File: src/rtl/udm_bus_arb.sv
// Two-master arbiter for the UDM req/ack bus, with read-response routing by issuing master.
// Define UDM_ARB_M0_PRIO_EN for fixed master-0 priority; the default build is round-robin.
module udm_bus_arb #(
  parameter int RD_DEPTH = 4,
  parameter int AW       = 32,
  parameter int DW       = 32
) (
  input  logic            clk_i,
  input  logic            arst_n_i,
  input  logic            m0_req_i,
  input  logic            m0_we_i,
  input  logic [AW-1:0]   m0_addr_bi,
  input  logic [DW/8-1:0] m0_be_bi,
  input  logic [DW-1:0]   m0_wdata_bi,
  output logic            m0_ack_o,
  output logic            m0_resp_o,
  output logic [DW-1:0]   m0_rdata_bo,
  input  logic            m1_req_i,
  input  logic            m1_we_i,
  input  logic [AW-1:0]   m1_addr_bi,
  input  logic [DW/8-1:0] m1_be_bi,
  input  logic [DW-1:0]   m1_wdata_bi,
  output logic            m1_ack_o,
  output logic            m1_resp_o,
  output logic [DW-1:0]   m1_rdata_bo,
  output logic            s_req_o,
  output logic            s_we_o,
  output logic [AW-1:0]   s_addr_bo,
  output logic [DW/8-1:0] s_be_bo,
  output logic [DW-1:0]   s_wdata_bo,
  input  logic            s_ack_i,
  input  logic            s_resp_i,
  input  logic [DW-1:0]   s_rdata_bi,
  output logic            err_o
);

  localparam int PW = $clog2(RD_DEPTH);
  localparam int CW = PW + 1;

  logic [CW-1:0]       cnt_q, cnt_d;
  logic [PW-1:0]       wr_ptr_q, wr_ptr_d;
  logic [PW-1:0]       rd_ptr_q, rd_ptr_d;
  logic [RD_DEPTH-1:0] ids_q, ids_d;
  logic                m0_resp_q, m0_resp_d, m1_resp_q, m1_resp_d;
  logic [DW-1:0]       m0_rdata_q, m0_rdata_d, m1_rdata_q, m1_rdata_d;
  logic                err_q, err_d;

  logic rd_full, m0_elig, m1_elig, gnt_vld, gnt_id, accept, push, pop, head;

  // Eligibility uses the registered count, so a same-cycle pop never unblocks a read.
  assign rd_full = (cnt_q == CW'(RD_DEPTH));
  assign m0_elig = m0_req_i && (m0_we_i || !rd_full);
  assign m1_elig = m1_req_i && (m1_we_i || !rd_full);
  assign gnt_vld = (m0_elig || m1_elig) && arst_n_i;

`ifdef UDM_ARB_M0_PRIO_EN
  assign gnt_id = !m0_elig;
`else
  logic rr_ptr_q, rr_ptr_d;

  assign gnt_id = (m0_elig && m1_elig) ? rr_ptr_q : !m0_elig;

  always_comb begin
    rr_ptr_d = rr_ptr_q;
    if (accept) rr_ptr_d = !gnt_id;
  end

  always_ff @(posedge clk_i or negedge arst_n_i) begin
    if (!arst_n_i) rr_ptr_q <= 1'b0;
    else           rr_ptr_q <= rr_ptr_d;
  end
`endif

  always_comb begin
    s_req_o    = 1'b0;
    s_we_o     = 1'b0;
    s_addr_bo  = '0;
    s_be_bo    = '0;
    s_wdata_bo = '0;
    if (gnt_vld) begin
      s_req_o    = 1'b1;
      s_we_o     = gnt_id ? m1_we_i     : m0_we_i;
      s_addr_bo  = gnt_id ? m1_addr_bi  : m0_addr_bi;
      s_be_bo    = gnt_id ? m1_be_bi    : m0_be_bi;
      s_wdata_bo = gnt_id ? m1_wdata_bi : m0_wdata_bi;
    end
  end

  assign accept   = gnt_vld && s_ack_i;
  assign m0_ack_o = accept && !gnt_id;
  assign m1_ack_o = accept && gnt_id;

  assign push = accept && !s_we_o;
  assign pop  = s_resp_i && (cnt_q != '0);
  assign head = ids_q[rd_ptr_q];

  always_comb begin
    ids_d    = ids_q;
    wr_ptr_d = wr_ptr_q;
    rd_ptr_d = rd_ptr_q;
    cnt_d    = cnt_q;
    if (push) begin
      ids_d[wr_ptr_q] = gnt_id;
      wr_ptr_d        = wr_ptr_q + 1'b1;
    end
    if (pop) rd_ptr_d = rd_ptr_q + 1'b1;
    if (push && !pop)      cnt_d = cnt_q + 1'b1;
    else if (!push && pop) cnt_d = cnt_q - 1'b1;
  end

  // Responses are single-cycle pulses; the idle master always sees zero data.
  always_comb begin
    m0_resp_d  = pop && !head;
    m1_resp_d  = pop && head;
    m0_rdata_d = m0_resp_d ? s_rdata_bi : '0;
    m1_rdata_d = m1_resp_d ? s_rdata_bi : '0;
    err_d      = err_q || (s_resp_i && (cnt_q == '0));
  end

  always_ff @(posedge clk_i or negedge arst_n_i) begin
    if (!arst_n_i) begin
      cnt_q      <= '0;
      wr_ptr_q   <= '0;
      rd_ptr_q   <= '0;
      ids_q      <= '0;
      m0_resp_q  <= 1'b0;
      m1_resp_q  <= 1'b0;
      m0_rdata_q <= '0;
      m1_rdata_q <= '0;
      err_q      <= 1'b0;
    end else begin
      cnt_q      <= cnt_d;
      wr_ptr_q   <= wr_ptr_d;
      rd_ptr_q   <= rd_ptr_d;
      ids_q      <= ids_d;
      m0_resp_q  <= m0_resp_d;
      m1_resp_q  <= m1_resp_d;
      m0_rdata_q <= m0_rdata_d;
      m1_rdata_q <= m1_rdata_d;
      err_q      <= err_d;
    end
  end

  assign m0_resp_o   = m0_resp_q;
  assign m1_resp_o   = m1_resp_q;
  assign m0_rdata_bo = m0_rdata_q;
  assign m1_rdata_bo = m1_rdata_q;
  assign err_o       = err_q;

endmodule

File: config.mk
export PLATFORM = sky130hd
export DESIGN_NAME = udm_bus_arb
export DESIGN_NICKNAME = d
export VERILOG_FILES = /design/src/rtl/udm_bus_arb.sv
export SDC_FILE = /design/constraint.sdc
export NUM_CORES = 1
export LEC_CHECK = 0
export ABC_AREA = 1
export BUFFER_PORTS_ARGS = -buffer_cell sky130_fd_sc_hd__buf_2
export CAP_MARGIN = 25
export CELL_PAD_IN_SITES_DETAIL_PLACEMENT = 1
export CELL_PAD_IN_SITES_GLOBAL_PLACEMENT = 1
export CORE_ASPECT_RATIO = 0.75
export CORE_MARGIN = 3
export CORE_UTILIZATION = 26
export CTS_BUF_LIST = sky130_fd_sc_hd__clkbuf_16
export CTS_CLUSTER_DIAMETER = 50
export DETAILED_ROUTE_END_ITERATION = 7
export GPL_ROUTABILITY_DRIVEN = 0
export GPL_TIMING_DRIVEN = 0
export PLACE_DENSITY_LB_ADDON = 0.1
export RECOVER_POWER = 100
export SYNTH_ARGS = -nofsm -noshare
export SYNTH_HDL_FRONTEND = slang
export SYNTH_SLANG_ARGS = --single-unit
File: constraint.sdc
create_clock -name clk_i -period 2.62 [get_ports clk_i]
set_clock_uncertainty 0.2 [all_clocks]
set_input_delay 0.393 -clock clk_i [delete_from_list [all_inputs] [get_ports clk_i]]
set_output_delay 0.393 -clock clk_i [all_outputs]
set_load 0.05 [all_outputs]
==> impl_metrics.yaml <==
run_status:
  status: "completed"
synth:
  synth.net_count: 674
  syn_avg_cell_area_um2: 8.18
  synth_warnings: 0
  synth-seq-cells: 79
  synthTopCellsByArea: "dfrtp_1 (49%), nor2_1 (19%), o21ai_2 (6.3%)"
  seq_area_frac_synth_pct: 49.1
  synth_cells: 492
  synth_top_area_share_pct: 49.1
  ys_types: 27
  netlist_area_um2: 4020
  yosysTopAreaCell: "dfrtp_1"
cts:
  cts_root_buf: "clkbuf_16"
  clk_latency_ns: 0.32
  clock_path_buffers: 2
  cts_tree: "done"
  cts_buffers: 9
  clk_pin_slew_ns: 0.06
  clock_sinks: 79
  htreeDepth: 3
sta:
  rsz0062_at_grt: "yes"
  relSlewSlack_pct: 18.9
  setup_viol: 0
  final-max-slew-violation-count: 0
  min_period_over_period_pct: 98.7
  timing.hold.ws_ns: 0.0995
  period_minus_slack_ns: 2.59
  timing.fmax_mhz: 387
  finalHoldViolations: 0
  worst_pin_slew_ns: 1.22
final_layout:
  fin_nets: 1011
  final_core_util_pct: 45.4
  fillCellCount: 1873
  drive_gt1_share_pct: 50.8
  diodes: 0
  regArea_um2: 1980
  multi_input_area_um2: 1680
  syn2layout_area_growth_pct: 66.7
worst_hold_path:
  hold_path.class: "in -> reg"
drt:
  via_per_inst: 4.39
  drcViolationCount: 0
  num_vias: 4543
  wirelength_mm: 17.5
  wl_per_cell_um: 16.9
  drtAntennaViolNets: 0
  drt_iter0_markers: 123
  drtPass1Iterations: 4
worst_setup_path:
  start_kind: "register"
  cp_max_fo: 10
  cp.arrival_ns: 1.99
  setup.worst_path.end_class: "primary output"
  cp.required_ns: 2.03
  crit_type: "reg -> out"
grt:
  grt-ovfl-total: 0
  grt_pass1_wl_mm: 26.3
  use_met1_pct: 24.3
  track_usage_pct: 19.8
  gr-usage-met2_pct: 36.1
  top_usage_layer: "met2"
  grt_start_max_net_pins: 29
  use_met3_pct: 4.45
  antenna_found_initial: 0
  grt_pass1_vias: 4867
job:
  maxCapViolations: 0
power_and_ir_drop:
  vdd_drop_max_v: 0.000431
  p_leak_uw: 0.00385
  powerDensity_nw_per_um2: 1030
die:
  die-area_um2: 17000
  start_util_pct: 27.2
  core_um2: 14800
  num_rows: 38
  die_h_um: 114
  io_pins: 315
  dieWidth_um: 150
placement:
  dp_hpwl_mm: 13.8
  portBuffers: 314
stage by stage:
stage | setup TNS, ns | setup slack [ns] | total power (uW) | instances | cell area [um2]
after global placement | -70.41 | -1.27 | 5200 | 1006 | 5850
after floorplan | 0 | 0.147 | 4310 | 492 | 4020
after CTS | 0 | 0.00123 | 6830 | 1032 | 6440
final | 0 | 0.0339 | 6910 | 1034 | 6710
after detailed placement | -9.04 | -0.500 | 5290 | 1007 | 5880
after global routing | -2.29 | -0.122 | 7330 | 1034 | 6710
kinds of logic after synthesis:
| family | synth area share, % |
|---|---|
| buffers and inverters | 10.4 |
| adder cells (fa/ha/maj) | 2.05 |
| multiplexers | 0.280 |
| flip-flops | 49.1 |
| AO/OA/AOI/OAI | 12.3 |
| AND/OR/NAND/NOR | 25.1 |
| XOR/XNOR | 0.653 |
flip-flops by register name (all words and copies together) (netlist names), 2 cells and up:
name and count:
cnt_q 3, ids_q 4, m0_rdata_bo 32, m1_rdata_bo 32, rd_ptr_q 2, wr_ptr_q 2
worst max-delay path, stage by stage (launching register included):
cell and delay, ns:
dfrtp_1 0.41, nor2_4 0.16, nand3_2 0.10, nand2_4 0.09
inv_2 0.05, nand2_4 0.10, buf_12 0.16, buf_8 0.14
o21ai_2 0.07, nor2_2 0.19, buf_6 0.19
where the power goes:
group | switching, uW | internal (uW) | total, uW | leakage (uW)
registers | 160 | 1590 | 1750 | 0.00104
clock network | 468 | 925 | 1390 | 0.000168
logic | 2740 | 1030 | 3770 | 0.00264
total | 3360 | 3550 | 6910 | 0.00385
final timing paths:
| path | slack [ns] | to | cells past startpoint | start |
|---|---|---|---|---|
| worst max-delay path | 0.03 | s_wdata_bo[11] | 10 | cnt_q[1]$_DFFE_PN0P_ |
| worst min-delay path | 0.1 | m0_rdata_bo[15]$_DFF_PN0_ | 3 | s_rdata_bi[15] |
| worst max register to register | 0.12 | cnt_q[2]$_DFFE_PN0P_ | 15 | cnt_q[1]$_DFFE_PN0P_ |
| worst min register to register | 0.27 | err_o$_DFF_PN0_ | 1 | err_o$_DFF_PN0_ |
| max in group asynchronous | 0.26 | cnt_q[0]$_DFFE_PN0P_ | 4 | arst_n_i |
| min in group asynchronous | 0.41 | m0_rdata_bo[12]$_DFF_PN0_ | 2 | arst_n_i |
what timing repair did:
| action | in CTS | in global routing |
|---|---|---|
| setup endpoints to repair | 72 | 72 |
| hold buffers | 4 | 0 |
| endpoints found under the hold margin | 25 | 0 |
| pin swaps | 3 | 4 |
| buffers inserted | 4 | 1 |
| cloned | 1 | 0 |
| resized for setup | 42 | 108 |
synthesized netlist by cell type:
library cell,count
nor2_1,207
dfrtp_1,79
inv_1,44
o21ai_2,29
o21ai_1,26
nand2_1,25
o21ai_0,15
buf_6,14
buf_2,13
nand4_1,8
ha_1,5
inv_2,5
nand3_2,5
a21oi_1,2
nand2_2,2
xor2_1,2
a21oi_2,1
a31o_2,1
a32o_1,1
buf_4,1
clkbuf_2,1
fa_1,1
mux2_2,1
nand2_4,1
nand3_1,1
nor2_4,1
xnor2_1,1
final cells by class:
cell class | instances | share of cell area [%]
plain buffers | 29 | 4.37
flip-flops and latches | 79 | 29.5
repair buffers | 326 | 29.5
well taps | 200 | 3.73
clock inverters | 7 | 1.70
multi-input cells | 335 | 25.1
inverters | 49 | 2.78
clock buffers | 9 | 3.36
cells in the final DEF (no fill, tap or decap), types with 17 or more instances in the layout:
master | Yosys | layout
clkbuf_4 | 0 | 17
inv_1 | 44 | 46
dfrtp_1 | 79 | 78
buf_6 | 14 | 34
o21ai_2 | 29 | 33
o21ai_1 | 26 | 23
buf_2 | 13 | 258
nand2_1 | 25 | 24
buf_4 | 1 | 31
nor2_1 | 207 | 199
routing by layer:
| layer | vias to the layer above | wire, um |
|---|---|---|
| li1 | 2190 | - |
| met1 | 2184 | 7140 |
| met2 | 152 | 9080 |
| met3 | 17 | 1040 |
| met4 | 0 | 211 |
| met5 | - | 0 |
(Power assumes the default switching activity.)
